[config.mk]
export PLATFORM = sky130hd
export DESIGN_NAME = ex_mem_wb_stage
export DESIGN_NICKNAME = d
export VERILOG_FILES = /design/src/rtl/ex_mem_wb_stage.sv
export SDC_FILE = /design/constraint.sdc
export NUM_CORES = 1
export LEC_CHECK = 0
export BUFFER_PORTS_ARGS = -buffer_cell sky130_fd_sc_hd__buf_2
export CAP_MARGIN = 20
export CORE_ASPECT_RATIO = 0.9
export CORE_UTILIZATION = 30
export DETAILED_ROUTE_END_ITERATION = 7
export PLACE_DENSITY = 0.61
export SLEW_MARGIN = 20
export SYNTH_ARGS = -nofsm -noshare
export SYNTH_HDL_FRONTEND = slang
export SYNTH_SLANG_ARGS = --single-unit
export TNS_END_PERCENT = 10
[constraint.sdc]
create_clock -name clk -period 1.64 [get_ports clk]
set_input_delay 0.164 -clock clk [delete_from_list [all_inputs] [get_ports clk]]
set_output_delay 0.164 -clock clk [all_outputs]
set_load 0.005 [all_outputs]
[src/rtl/ex_mem_wb_stage.sv]
// ex_mem_wb_stage: registers ALU results, resolves branches into a fetch
// redirect, performs register-file writeback and runs LV memory reads.
//
// Handshake: an instruction is consumed on a rising edge where in_valid=1,
// stall=0 and the stage is idle. While stall=1 nothing is consumed and
// upstream holds its inputs stable until stall drops.
// The memory side works like this: mem_req stays high with a stable mem_addr
// until the edge on which mem_ack=1 is sampled, or until the wait budget runs
// out. mem_ack is ignored whenever no read is outstanding.
module ex_mem_wb_stage #(
  parameter int DATA_W  = 32,
  parameter int REG_W   = 7,
  parameter int ADDR_W  = 16,
  parameter int TIMEOUT = 15
) (
  input  logic              clk,
  input  logic              rst_n,
  input  logic              in_valid,
  input  logic [4:0]        OpCode,
  input  logic [REG_W-1:0]  RdOut,
  input  logic [REG_W-1:0]  branchResult,
  input  logic [DATA_W-1:0] AluResult,
  output logic              stall,
  output logic              flush,
  output logic              br_taken,
  output logic [REG_W-1:0]  br_target,
  output logic              mem_req,
  output logic [ADDR_W-1:0] mem_addr,
  input  logic              mem_ack,
  input  logic [DATA_W-1:0] mem_rdata,
  output logic              wb_en,
  output logic [REG_W-1:0]  wb_addr,
  output logic [DATA_W-1:0] wb_data,
  output logic              mem_err
);

  typedef enum logic [0:0] {
    S_IDLE     = 1'b0,
    S_MEM_WAIT = 1'b1
  } state_e;

  localparam logic [4:0] OP_LV  = 5'd1;
  localparam logic [4:0] OP_B   = 5'd7;
  localparam logic [4:0] OP_BEG = 5'd8;

  // Value of the wait counter in the last MEM_WAIT cycle the read is allowed.
  localparam logic [7:0] CNT_LAST = 8'(TIMEOUT - 1);

  // state_q is deliberately kept as a plain named flop so checkers can bind to it.
  state_e              state_q, state_d;
  logic [7:0]          cnt_q, cnt_d;
  logic [REG_W-1:0]    lv_rd_q, lv_rd_d;

  logic                stall_q, stall_d;
  logic                flush_q, flush_d;
  logic                br_taken_q, br_taken_d;
  logic [REG_W-1:0]    br_target_q, br_target_d;
  logic                mem_req_q, mem_req_d;
  logic [ADDR_W-1:0]   mem_addr_q, mem_addr_d;
  logic                wb_en_q, wb_en_d;
  logic [REG_W-1:0]    wb_addr_q, wb_addr_d;
  logic [DATA_W-1:0]   wb_data_q, wb_data_d;
  logic                mem_err_q, mem_err_d;

  logic                accept;

  assign accept = in_valid && !stall_q && (state_q == S_IDLE);

  // Next-state and registered-output computation; strobes default low each cycle.
  always_comb begin
    state_d     = state_q;
    cnt_d       = cnt_q;
    lv_rd_d     = lv_rd_q;
    mem_addr_d  = mem_addr_q;
    stall_d     = 1'b0;
    mem_req_d   = 1'b0;
    flush_d     = 1'b0;
    br_taken_d  = 1'b0;
    br_target_d = '0;
    wb_en_d     = 1'b0;
    wb_addr_d   = '0;
    wb_data_d   = '0;
    mem_err_d   = 1'b0;

    case (state_q)
      S_IDLE: begin
        if (accept) begin
          case (OpCode)
            OP_LV: begin
              lv_rd_d    = RdOut;
              mem_addr_d = AluResult[ADDR_W-1:0];
              mem_req_d  = 1'b1;
              stall_d    = 1'b1;
              cnt_d      = '0;
              state_d    = S_MEM_WAIT;
            end
            OP_B: begin
              br_taken_d  = 1'b1;
              flush_d     = 1'b1;
              br_target_d = branchResult;
            end
            OP_BEG: begin
              br_taken_d  = AluResult[0];
              flush_d     = AluResult[0];
              br_target_d = branchResult;
            end
            5'd2, 5'd3, 5'd4, 5'd5, 5'd6, 5'd9, 5'd10: begin
              wb_en_d   = 1'b1;
              wb_addr_d = RdOut;
              wb_data_d = AluResult;
            end
            default: ; // NOP and unused opcodes have no side effects
          endcase
        end
      end
      S_MEM_WAIT: begin
        if (mem_ack) begin
          // An ack in the final allowed cycle still wins over the abort.
          wb_en_d   = 1'b1;
          wb_addr_d = lv_rd_q;
          wb_data_d = mem_rdata;
          cnt_d     = '0;
          state_d   = S_IDLE;
        end else if (cnt_q == CNT_LAST) begin
          mem_err_d = 1'b1;
          wb_en_d   = 1'b1;
          wb_addr_d = lv_rd_q;
          wb_data_d = '0;
          cnt_d     = '0;
          state_d   = S_IDLE;
        end else begin
          cnt_d     = cnt_q + 8'd1;
          stall_d   = 1'b1;
          mem_req_d = 1'b1;
        end
      end
      default: state_d = S_IDLE;
    endcase
  end

  // State and output registers with synchronous active-low reset.
  always_ff @(posedge clk) begin
    if (!rst_n) begin
      state_q     <= S_IDLE;
      cnt_q       <= '0;
      lv_rd_q     <= '0;
      stall_q     <= 1'b0;
      flush_q     <= 1'b0;
      br_taken_q  <= 1'b0;
      br_target_q <= '0;
      mem_req_q   <= 1'b0;
      mem_addr_q  <= '0;
      wb_en_q     <= 1'b0;
      wb_addr_q   <= '0;
      wb_data_q   <= '0;
      mem_err_q   <= 1'b0;
    end else begin
      state_q     <= state_d;
      cnt_q       <= cnt_d;
      lv_rd_q     <= lv_rd_d;
      stall_q     <= stall_d;
      flush_q     <= flush_d;
      br_taken_q  <= br_taken_d;
      br_target_q <= br_target_d;
      mem_req_q   <= mem_req_d;
      mem_addr_q  <= mem_addr_d;
      wb_en_q     <= wb_en_d;
      wb_addr_q   <= wb_addr_d;
      wb_data_q   <= wb_data_d;
      mem_err_q   <= mem_err_d;
    end
  end

  assign stall     = stall_q;
  assign flush     = flush_q;
  assign br_taken  = br_taken_q;
  assign br_target = br_target_q;
  assign mem_req   = mem_req_q;
  assign mem_addr  = mem_addr_q;
  assign wb_en     = wb_en_q;
  assign wb_addr   = wb_addr_q;
  assign wb_data   = wb_data_q;
  assign mem_err   = mem_err_q;

endmodule

==> results of run 1 <==
==> worst reg2reg max path, stage by stage (launching register included) <==
cell and delay, ns:
dfxtp_1 0.34, inv_1 0.07, ha_1 0.19, and4b_1 0.24, and2_1 0.20, o211a_4 0.28, a22o_1 0.18
==> cells by family (layout without fill, tap and decap cells) <==
| kind of cell | after synthesis | in the layout | share of synthesized area |
|---|---|---|---|
| DFF | 81 | 81 | 0.570 |
| xor gates and xnor gates | 1 | 1 | 0.00308 |
| and+or+nand+nor | 88 | 89 | 0.145 |
| buffers and inverters | 24 | 193 | 0.0422 |
| muxes | 2 | 2 | 0.00879 |
| AOI/OAI and AO/OA | 88 | 88 | 0.223 |
| adders and majority gates | 2 | 2 | 0.00879 |
==> cell usage after synthesis, drive strengths merged, types with 2 or more instances <==
library cell | n | area share
clkbuf | 9 | 0.012
dfxtp | 81 | 0.57
ha | 2 | 0.0088
o21ai | 7 | 0.012
nand3 | 4 | 0.0070
buf | 10 | 0.024
nand2 | 51 | 0.067
a21oi | 28 | 0.049
a31oi | 4 | 0.0088
o211ai | 2 | 0.0070
nor2b | 2 | 0.0053
nand2b | 2 | 0.0044
and4b | 2 | 0.0070
inv | 5 | 0.0066
o21a | 2 | 0.0053
nor3 | 4 | 0.0070
nor2 | 8 | 0.011
a22o | 40 | 0.12
nand3b | 2 | 0.0053
and2 | 8 | 0.018
==> layer usage <==
layer / routed length, um / global-route usage / share of wire
met2: 3930 / 0.286 / 0.49
met4: 121 / 0.0669 / 0.015
met3: 476 / 0.0442 / 0.060
met5: 0 / 0 / 0
met1: 3440 / 0.188 / 0.43
==> sequential cells by signal, summed over array words and instances (netlist names) <==
signal and cells:
br_target 7, cnt_q 8, wb_addr 7, wb_data 32, mem_req 1, wb_en 1, mem_err 1, mem_addr 16
lv_rd_q 7, br_taken 1
==> power by group <==
| group | switching, mW | leakage (nW) | internal, mW | total, mW |
|---|---|---|---|---|
| Clock | 0.698 | 0.0826 | 0.593 | 1.29 |
| Combinational | 0.119 | 1.17 | 0.141 | 0.260 |
| Sequential | 0.00714 | 0.654 | 1.99 | 2.00 |
==> area by class of cell <==
type / count / area, um^2 / area share
Clock inverter: 4 / 28.8 / 0.00710
Inverter: 5 / 18.8 / 0.00463
Clock buffer: 12 / 145 / 0.0358
Timing Repair Buffer: 172 / 948 / 0.234
Multi-Input combinational cell: 182 / 1140 / 0.281
Tap cell: 122 / 153 / 0.0377
Sequential cell: 81 / 1620 / 0.400
==> repair_timing <==
action / in CTS / in global routing
gates resized for setup: 3 / 1
hold buffers: 7 / 0
setup endpoints to repair: 39 / 11
cloned: 1 / 0
hold endpoints to repair: 7 / 0
pin swaps: 0 / 1
==> per-stage QoR <==
stage	hold slack (ns)	worst slack, ns
final	0.0251	0.0259
after global placement	0.364	-0.0894
after floorplan	0.286	0.107
after detailed placement	0.367	-0.192
after global routing	0.00418	-0.0587
after CTS	0.000631	0.0284
==> worst min path at each step <==
| stage | from | end | slack [ns] | cells after the start |
|---|---|---|---|---|
| detailed placement | branchResult[5] | br_target[5] | 0.37 | 2 |
| CTS | mem_rdata[16] | wb_data[16] | 0.0006 | 2 |
| global route | mem_rdata[21] | wb_data[21] | 0.004 | 2 |
| floorplan | branchResult[0] | br_target[0] | 0.29 | 1 |
| finish | mem_rdata[15] | wb_data[15] | 0.03 | 2 |
| global placement | branchResult[3] | br_target[3] | 0.36 | 2 |
==> impl_metrics.toml, run 1 <==
[pwr]
power_leakage_nw = 1.91
ir_worst_vdd_mv = 0.396
power.density_nw_per_um2 = 876
p_total_mw = 3.55

[floorplan]
die_width_um = 105
ios = 155
core_area_um2 = 9170
placementRows = 33
start_util = 0.310
die_y_um = 94.4
die_area_um2 = 9880

[grt]
grt_pass1_wl_um = 12300
grt_start_max_net_pins = 33
grt_pass1_vias = 2441
overflow = 0
grtUsageTotal = 0.162
antenna_found_initial = 0

[timing]
setup-tns-final_ns = 0
worst_pin_slew_ns = 0.604
max_freq_mhz = 620
maxSlewHeadroom = 0.596
hold_viol_final = 0
final.period_utilization = 0.984
setup_viol = 0
rsz0062_at_grt = "yes"
slew_viol_final = 0
period_minus_slack_ns = 1.61
fin_worst_skew_ns = 0.00796

[critical_path]
crit_start = "cnt_q[0]"
setup.worst_path.start_class = "register"
critPathKind = "register to register"
path_buf_inv = 1
cp.required_ns = 1.88
r2r_cells = 6
crit_path_max_fanout = 7
worstSetupEndpointType = "register"
rr_startpoint = "cnt_q[0]"
arrival_ns = 1.85
path_depth = 6
cpPeakStageDelay_ns = 0.34
critPathTopFamily = "compound AO/OA/AOI/OAI gates"
critical_path.endpoint = "wb_addr[1]"
rr_endpoint = "wb_addr[1]"
ff2ff_setup_slack_ns = 0.03
cp_cell_sequence = "inv_1 > ha_1 > and4b_1 > and2_1 > o211a_4 > a22o_1"
worst_path_max_delay_cell = "dfxtp_1"

[layout]
nNetsFinal = 540
finalNonFillerCells = 578
final_util = 0.442
synthToLayoutAreaGrowth_pct = 42.4
design_area_um2 = 4050
nFillCells = 938
drive_gt1_frac = 0.412
layout_common_cells = "buf_2 (154), dfxtp_1 (81), nand2_1 (51)"
diodes = 0
final_common_cell = "buf_2"

[worst_hold_path]
hold_class = "input port to register"

[clock_tree]
postCtsSetupBuffers = 0
cts_root_buf = "clkbuf_8"
clkSlewWorstSetupHoldPaths_ns = 0.08
clk-insertion-delay-late_ns = 0.35
cts.htree.levels = 3
clock_path_buffers = 2
cts_tree = "yes"
clock-sinks = 81
cts_buffers = 9

[route]
drcViolationCount = 0
vias_per_cell = 4.63
drt_iter0_drc = 115
ant_nets = 0
wl_per_cell_um = 13.8
wl_um = 7970
drtPass1Iterations = 4
via_count = 2678

[placement]
dp_hpwl_um = 5410
place_area_um2 = 3780
io_buffer_count = 154
dp_cells = 554
gp_congestion = 0.818

[logic_synthesis]
syn_area_um2 = 2850
synth_ff_type = "dfxtp_1"
async_flop_share = 0
ys_types = 38
synth_nets = 375
ys_seq_area_frac = 0.570
avgSynthCellArea_um2 = 9.95
synthCells = 286
synth_edf_count = 0
synth.ff_latch_count = 81
ys_warn_count = 0

[status]
outcome = "completed"

[flow_run]
drv_cap = 0
No activity file was read; power rests on OpenSTA's default activity.
==> inputs of run 2 (changes only) <==
--- a/config.mk
+++ b/config.mk
@@ -8,6 +8,7 @@
 export BUFFER_PORTS_ARGS = -buffer_cell sky130_fd_sc_hd__buf_2
 export CAP_MARGIN = 20
 export CORE_ASPECT_RATIO = 0.9
+export CORE_MARGIN = 5
 export CORE_UTILIZATION = 30
 export DETAILED_ROUTE_END_ITERATION = 7
 export PLACE_DENSITY = 0.61
==> run 2 against run 1 <==
Effect of this change: fmax fell by 0.54%; via count rose by 2.7%; clock power up 39%; die area rose by 17%; register-to-register slack is essentially flat; sequential share of layout area down 2.2 points; power is 15% higher; non-clock buffer count rose by 19; critical path type unchanged; clock-buffer cell count fell by 3.
==> impl_metrics.toml, run 2 (same netlist as run 1, synthesis figures left out) <==
[clock_tree]
clkSlewWorstSetupHoldPaths_ns = 0.09
cts_resized = 0
clock-sinks = 81
cts_tree = "yes"
cts_buffers = 9
clock_path_buffers = 2
postCtsSetupBuffers = 0
cts.htree.levels = 3
clk-insertion-delay-late_ns = 0.35
cts_root_buf = "clkbuf_8"

[placement]
io_buffer_count = 154
dp_cells = 554
dp_hpwl_um = 6020
place_area_um2 = 3780
gp_congestion = 0.850

[layout]
finalNonFillerCells = 596
final_common_cell = "buf_2"
layout_common_cells = "buf_2 (154), dfxtp_1 (81), nand2_1 (51)"
nNetsFinal = 558
final_util = 0.466
diodes = 0
synthToLayoutAreaGrowth_pct = 50.8
largest_reg_flops = 32
design_area_um2 = 4290
drive_gt1_frac = 0.397

[timing]
setup-tns-final_ns = 0
hold_viol_final = 0
maxSlewHeadroom = 0.388
slew_viol_final = 0
fin_worst_skew_ns = 0.00813
rsz0062_at_grt = "yes"
final.period_utilization = 0.990
max_freq_mhz = 616
worst_pin_slew_ns = 0.915
period_minus_slack_ns = 1.62
setup_viol = 0

[grt]
overflow = 0
grt_start_max_net_pins = 40
grt_pass1_vias = 2713
grt_pass1_wl_um = 13200
grtUsageTotal = 0.144
antenna_found_initial = 0

[critical_path]
worstSetupEndpointType = "register"
setup.worst_path.start_class = "register"
crit_path_max_fanout = 7
arrival_ns = 1.86
cp.required_ns = 1.88
critPathKind = "register to register"

[route]
via_count = 2749
drtPass1Iterations = 4
drcViolationCount = 0
drt_iter0_drc = 171
wl_um = 8340
wl_per_cell_um = 14.0
vias_per_cell = 4.61
ant_nets = 0

[pwr]
power.density_nw_per_um2 = 950
power_leakage_nw = 2.03
p_total_mw = 4.08
ir_worst_vdd_mv = 0.554

[floorplan]
start_util = 0.309
die_y_um = 102
ios = 155
die_width_um = 113
core_area_um2 = 9210
die_area_um2 = 11500
placementRows = 33

[status]
outcome = "completed"

[worst_hold_path]
hold_class = "input port to register"

[flow_run]
drv_cap = 0
-- run 2: cell count changes in the layout (fill, tap and decap cells not counted), sizes merged --
cell / previous run / this run
bufinv: 0 / 3
dlygate4sd3: 7 / 26
clkinv: 2 / 1
clkinvlp: 2 / 0
clkbuf: 12 / 9
nor2: 9 / 8
inv: 5 / 8
-- run 2: per-stage QoR --
| stage | setup slack (ns) | hold WS, ns |
|---|---|---|
| 2_1_floorplan | 0.107 | 0.286 |
| 3_3_place_gp | -0.0605 | 0.364 |
| 3_5_place_dp | -0.105 | 0.366 |
| 4_1_cts | 0.0136 | 0.000885 |
| 5_1_grt | -0.0868 | 0.00564 |
| 6_report | 0.0171 | 0.0301 |
-- run 2: where the power goes --
group          switching, mW  internal, mW  total, mW  leakage, nW
combinational          0.121         0.169      0.290         1.25
clock                  0.760          1.03       1.79        0.125
sequential           0.00714          1.99       2.00        0.654
-- run 2: repair_timing --
action	4_1_cts	5_1_grt
setup endpoints to repair	0	41
hold buffers	26	0
endpoints found under the hold margin	24	0
-- run 2: routing by layer --
layer  vias up  track usage  routed length [um]
met5         -            0                   0
met4         0       0.0693                 196
met3        16       0.0426                 744
met2       120        0.245                3940
met1      1238        0.167                3450
li1       1375            -                   -
-- run 2: layout make-up --
type                    count  area (um^2)
clock inverters             7          125
fillers                   910         4920
multi-input cells         181         1110
clock buffers               9          124
well taps                 122          153
flip-flops and latches     81         1620
inverters                   5         18.8
repair buffers            191         1140
-- run 2: worst paths after layout --
check               startpoint            to  slack, ns  depth (start not counted)
hold reg to reg   mem_addr[13]  mem_addr[13]       0.45                          2
setup reg to reg      cnt_q[0]    wb_addr[6]       0.02                          6
setup / recovery      cnt_q[0]    wb_addr[6]       0.02                          6
hold / removal    mem_rdata[4]    wb_data[4]       0.03                          2
-- run 2: worst max-delay path, cell delays in order, from the launching register on --
cell     delay [ns]
dfxtp_1        0.33
inv_1          0.06
ha_1           0.19
and4b_1        0.23
and2_1         0.19
o211a_1        0.31
a22o_1         0.21
